**config.mk**
```make
export PLATFORM = sky130hd
export DESIGN_NAME = updi_byte_engine
export DESIGN_NICKNAME = d
export VERILOG_FILES = /design/src/rtl/updi_byte_engine.sv
export SDC_FILE = /design/constraint.sdc
export NUM_CORES = 1
export LEC_CHECK = 0
export ABC_AREA = 1
export CAP_MARGIN = 20
export CORE_MARGIN = 4
export CORE_UTILIZATION = 35
export DETAILED_ROUTE_END_ITERATION = 10
export PLACE_DENSITY_LB_ADDON = 0.12
export SYNTH_ARGS = -nofsm -noshare
export SYNTH_HDL_FRONTEND = slang
export SYNTH_SLANG_ARGS = --single-unit
```
**constraint.sdc**
```tcl
create_clock -name clk -period 2 [get_ports clk]
set_clock_uncertainty 0.05 [all_clocks]
set_input_delay 0.4 -clock clk [delete_from_list [all_inputs] [get_ports clk]]
set_output_delay 0.4 -clock clk [all_outputs]
set_load 0.01 [all_outputs]
```
**src/rtl/updi_byte_engine.sv**
```systemverilog
// Byte engine for a UPDI link: pushes a byte to the UART TX FIFO and checks its
// echo, or receives one byte, with a timeout and sticky RX error reporting.
module updi_byte_engine #(
    parameter int unsigned TIMEOUT_CYCLES = 4096
) (
    input  logic       clk,
    input  logic       rst,
    input  logic       op_valid,
    output logic       op_ready,
    input  logic       op_type,
    input  logic [7:0] op_data,
    output logic       rsp_valid,
    output logic [7:0] rsp_data,
    output logic [1:0] rsp_status,
    output logic [7:0] uart_tx_data,
    output logic       uart_tx_wr_en,
    input  logic       uart_tx_full,
    input  logic [7:0] uart_rx_data,
    output logic       uart_rx_rd_en,
    input  logic       uart_rx_empty,
    input  logic       uart_rx_error,
    output logic       busy
);

    localparam logic [15:0] TIMER_LAST  = 16'(TIMEOUT_CYCLES - 1);
    localparam logic [1:0]  ST_OK       = 2'b00;
    localparam logic [1:0]  ST_MISMATCH = 2'b01;
    localparam logic [1:0]  ST_TIMEOUT  = 2'b10;
    localparam logic [1:0]  ST_RX_ERROR = 2'b11;

    typedef enum logic [2:0] {
        S_IDLE,
        S_PUSH_TX,
        S_WAIT_RX,
        S_POP_RX,
        S_CAPTURE,
        S_RESPOND
    } state_t;

    state_t      state_q, state_d;
    logic        type_q, type_d;
    logic [7:0]  byte_q, byte_d;
    logic [15:0] timer_q, timer_d;
    logic        err_q, err_d;
    logic        rsp_valid_q, rsp_valid_d;
    logic [7:0]  rsp_data_q, rsp_data_d;
    logic [1:0]  rsp_status_q, rsp_status_d;
    logic [7:0]  tx_data_q, tx_data_d;
    logic        tx_wr_en_q, tx_wr_en_d;
    logic        rx_rd_en_q, rx_rd_en_d;
    logic        op_ready_q, op_ready_d;
    logic        busy_q, busy_d;
    logic        err_now;

    always_comb begin
        state_d      = state_q;
        type_d       = type_q;
        byte_d       = byte_q;
        timer_d      = timer_q;
        err_d        = err_q;
        rsp_valid_d  = 1'b0;
        rsp_data_d   = rsp_data_q;
        rsp_status_d = rsp_status_q;
        tx_data_d    = tx_data_q;
        tx_wr_en_d   = 1'b0;
        rx_rd_en_d   = 1'b0;
        // The error flag is sticky from accept through capture, including this cycle.
        err_now      = err_q | uart_rx_error;

        case (state_q)
            S_IDLE: begin
                if (op_valid && op_ready_q) begin
                    type_d  = op_type;
                    byte_d  = op_data;
                    timer_d = 16'd0;
                    err_d   = uart_rx_error;
                    if (op_type) begin
                        state_d = S_WAIT_RX;
                    end else begin
                        tx_data_d = op_data;
                        state_d   = S_PUSH_TX;
                    end
                end
            end
            S_PUSH_TX: begin
                err_d = err_now;
                if (!uart_tx_full) begin
                    tx_wr_en_d = 1'b1;
                    state_d    = S_WAIT_RX;
                end
            end
            S_WAIT_RX: begin
                err_d = err_now;
                // Data present on the final timer count still takes the pop path.
                if (!uart_rx_empty) begin
                    rx_rd_en_d = 1'b1;
                    state_d    = S_POP_RX;
                end else if (timer_q == TIMER_LAST) begin
                    rsp_valid_d  = 1'b1;
                    rsp_data_d   = 8'h00;
                    rsp_status_d = err_now ? ST_RX_ERROR : ST_TIMEOUT;
                    state_d      = S_RESPOND;
                end else begin
                    timer_d = timer_q + 16'd1;
                end
            end
            S_POP_RX: begin
                err_d   = err_now;
                state_d = S_CAPTURE;
            end
            S_CAPTURE: begin
                err_d       = err_now;
                rsp_valid_d = 1'b1;
                rsp_data_d  = uart_rx_data;
                if (err_now) begin
                    rsp_status_d = ST_RX_ERROR;
                end else if (!type_q && (uart_rx_data != byte_q)) begin
                    rsp_status_d = ST_MISMATCH;
                end else begin
                    rsp_status_d = ST_OK;
                end
                state_d = S_RESPOND;
            end
            S_RESPOND: begin
                state_d = S_IDLE;
            end
            default: begin
                state_d = S_IDLE;
            end
        endcase

        op_ready_d = (state_d == S_IDLE);
        busy_d     = (state_d != S_IDLE);
    end

    always_ff @(posedge clk) begin
        if (rst) begin
            state_q      <= S_IDLE;
            type_q       <= 1'b0;
            byte_q       <= 8'h00;
            timer_q      <= 16'd0;
            err_q        <= 1'b0;
            rsp_valid_q  <= 1'b0;
            rsp_data_q   <= 8'h00;
            rsp_status_q <= ST_OK;
            tx_data_q    <= 8'h00;
            tx_wr_en_q   <= 1'b0;
            rx_rd_en_q   <= 1'b0;
            op_ready_q   <= 1'b1;
            busy_q       <= 1'b0;
        end else begin
            state_q      <= state_d;
            type_q       <= type_d;
            byte_q       <= byte_d;
            timer_q      <= timer_d;
            err_q        <= err_d;
            rsp_valid_q  <= rsp_valid_d;
            rsp_data_q   <= rsp_data_d;
            rsp_status_q <= rsp_status_d;
            tx_data_q    <= tx_data_d;
            tx_wr_en_q   <= tx_wr_en_d;
            rx_rd_en_q   <= rx_rd_en_d;
            op_ready_q   <= op_ready_d;
            busy_q       <= busy_d;
        end
    end

    assign op_ready      = op_ready_q;
    assign busy          = busy_q;
    assign rsp_valid     = rsp_valid_q;
    assign rsp_data      = rsp_data_q;
    assign rsp_status    = rsp_status_q;
    assign uart_tx_data  = tx_data_q;
    assign uart_tx_wr_en = tx_wr_en_q;
    assign uart_rx_rd_en = rx_rd_en_q;

endmodule

```
==> flow_summary.yaml <==
placement:
  place_ws_ns: 0.159
  dp.cells: 516
  dp_hpwl_um: 4920
  io_buffers: 45
  globalplace.congestion: 0.807
sta:
  final_hold_viol_count: 0
  tightest_slew_ns: 0.463
  rsz0062_at_grt: "false"
  setup_viol: 0
  max_freq_ghz: 0.575
  holdWs_ns: 0.420
  slew_headroom_pct: 69.1
  final.min_clock_period_ns: 1.74
  setup_ws_ns: 0.262
  fin_setup_tns_ns: 0
  drv_slew: 0
  period_share_pct: 86.9
floorplanning:
  core.rowCount: 31
  die_w_um: 94.5
  start_util_pct: 36.1
  dieArea_sq_um: 8940
  boundaryPins: 46
  core_sq_um: 7250
  die_h_um: 94.5
global_routing:
  grt_pass1_vias: 2220
  grt_max_degree: 20
  overflow: 0
  grtUsageTotal_pct: 15.2
  grt_pass1_wl_um: 10800
  antenna_found_initial: 0
setup_path:
  crit_chain: "clkdlybuf4s50_1"
  arrival_ns: 1.29
  crit_buf_inv: 1
  startpoint_type: "flop"
  crit_fanout: 3
  critPathMaxStageDelay_ns: 0.57
  worst-endpoint-required_ns: 1.55
  end_kind: "output port"
  timing_worst_setup_path_type: "flop to output port"
  cpLargestDelayFamily: "buffers and inverters"
  critPathSlowestCell: "clkdlybuf4s50_1"
pwr:
  intPower_mw: 1.75
  clockPowerShare_pct: 23.0
  switchingPower_mw: 0.930
  power.density_nw_per_um2: 810
  seqPwrFrac_pct: 46.4
  ir_worst_vdd_v: 0.000356
  power.leakage_nw: 1.18
  p_sw_share_pct: 34.7
  p_comb_share_pct: 30.7
cts:
  cts_tree: "yes"
  htreeDepth: 2
  cts_resized: 0
  hold_buffers: 0
  path_clk_slew_ns: 0.10
  post_cts_buffers: 0
  cts_buffers: 5
  clk_latency_ns: 0.31
  cts-root-buf: "clkbuf_8"
  cts_sinks: 52
  cts_buffer_depth: 2
finish:
  layout.nets: 448
  utilization_pct: 45.6
  areaGrowthSynthToFinish_pct: 26.3
  final_cell_mix: "nand2_1 (89), nor2_1 (61), dfxtp_1 (52)"
  diodes: 0
  final_cells: 524
  final_common_cell: "nand2_1"
  drive_gt1_share_pct: 13.9
synth:
  avgSynthCellArea_sq_um: 7.07
  yosysUniqueCellTypes: 30
  synthesis.nets: 395
  seq_area_frac_synth_pct: 39.7
  netlist_area_sq_um: 2620
  synth_seq_cells: 52
  yosys_warnings: 0
  syn_inst: 371
route:
  ant_nets: 0
  wl_per_cell_um: 12.1
  via_per_inst: 4.56
  drt_iter0_markers: 77
  routed_wl_um: 6360
  drc_errors: 0
  drt_pass1_iterations: 4
  vias: 2388
flow_run:
  maxCapViolations: 0
hold_path:
  min_path_type: "flop to flop"
status:
  status: "completed"
==> power by group through the flow <==
| stage | clock (mW) | sequential, mW | combinational [mW] |
|---|---|---|---|
| after floorplan | 0 | 1.28 | 0.536 |
| after global placement | 0 | 1.27 | 0.826 |
| after detailed placement | 0 | 1.27 | 0.831 |
| after CTS | 0.647 | 1.25 | 0.835 |
| after global routing | 0.686 | 1.26 | 0.930 |
| final | 0.616 | 1.24 | 0.822 |
==> flip-flops by register name, indices dropped and copies added, names as in the netlist <==
name and cells:
byte_q 8, rsp_data 8, busy 1, uart_tx_wr_en 1, uart_tx_data 8, rsp_valid 1, timer_q 16, type_q 1
uart_rx_rd_en 1, state_q 3, rsp_status 2, err_q 1, op_ready 1
==> Yosys cell counts <==
| master | n | area share, % |
|---|---|---|
| nand2_2 | 14 | 3.3 |
| a21oi_2 | 11 | 3.7 |
| buf_12 | 1 | 0.76 |
| mux2i_1 | 1 | 0.38 |
| nor2_4 | 2 | 0.86 |
| inv_1 | 31 | 4.4 |
| nand2_1 | 89 | 13 |
| nor3b_1 | 1 | 0.29 |
| xnor2_1 | 8 | 2.7 |
| nand3_1 | 13 | 2.5 |
| inv_2 | 4 | 0.57 |
| nand2_4 | 3 | 1.3 |
| clkbuf_1 | 5 | 0.72 |
| nor2_1 | 61 | 8.7 |
| o21bai_1 | 4 | 1.1 |
| nand4_1 | 10 | 2.4 |
| xor2_1 | 1 | 0.33 |
| buf_2 | 1 | 0.19 |
| clkinv_2 | 1 | 0.19 |
| nand3_2 | 1 | 0.38 |
| o21ai_0 | 20 | 3.8 |
| buf_1 | 2 | 0.29 |
| a21oi_1 | 26 | 5.0 |
| dfxtp_1 | 52 | 40 |
| a211oi_1 | 1 | 0.29 |
| nor2_2 | 3 | 0.72 |
| a41oi_1 | 2 | 0.67 |
| ha_1 | 1 | 0.48 |
| nand4_4 | 1 | 0.81 |
| bufinv_8 | 1 | 0.67 |
==> final cells by class <==
type                            instances  area [sq um]
Clock buffer                            5          68.8
Clock inverter                          3          22.5
Fill cell                             774          3940
Inverter                               37           154
Multi-Input combinational cell        273          1380
Sequential cell                        52          1040
Tap cell                               99           124
Timing Repair Buffer                   55           526
==> final timing paths <==
path | from | endpoint | slack (ns) | depth (start not counted)
hold reg to reg | rsp_data[7] | rsp_data[7] | 0.42 | 2
setup reg to reg | timer_q[1] | timer_q[9] | 0.27 | 11
setup / recovery | op_ready | op_ready | 0.26 | 1
hold / removal | rsp_data[7] | rsp_data[7] | 0.42 | 2
==> stage by stage <==
| stage | instance area, sq um | power, mW |
|---|---|---|
| 6_report | 3310 | 2.68 |
| 3_3_place_gp | 3220 | 2.09 |
| 5_1_grt | 3310 | 2.88 |
| 4_1_cts | 3310 | 2.73 |
| 3_5_place_dp | 3220 | 2.10 |
| 2_1_floorplan | 2620 | 1.81 |
==> tightest hold or removal path, stage by stage, from the launching register on <==
cell     delay (ns)
dfxtp_1        0.32
nand2_1        0.06
a21oi_1        0.05
==> cell families after synthesis <==
family                   Yosys count  share of synthesized area (%)
multiplexers                       1                          0.382
AO/OA/AOI/OAI                     64                           14.6
buffers and inverters             46                           7.83
adder cells (fa/ha/maj)            1                          0.477
flip-flops                        52                           39.7
XOR/XNOR                           9                           3.01
AND/OR/NAND/NOR                  198                           34.0
==> per-layer routing <==
layer | vias up | GRT usage, % | wire [um] | part of all wire, %
li1 | 1297 | - | - | -
met1 | 1043 | 23.1 | 3420 | 54
met2 | 41 | 22.0 | 2590 | 41
met3 | 7 | 3.27 | 290 | 4.6
met4 | 0 | 3.25 | 59 | 0.93
met5 | - | 0 | 0 | 0
Note: power is estimated with default switching activity, not from simulation.
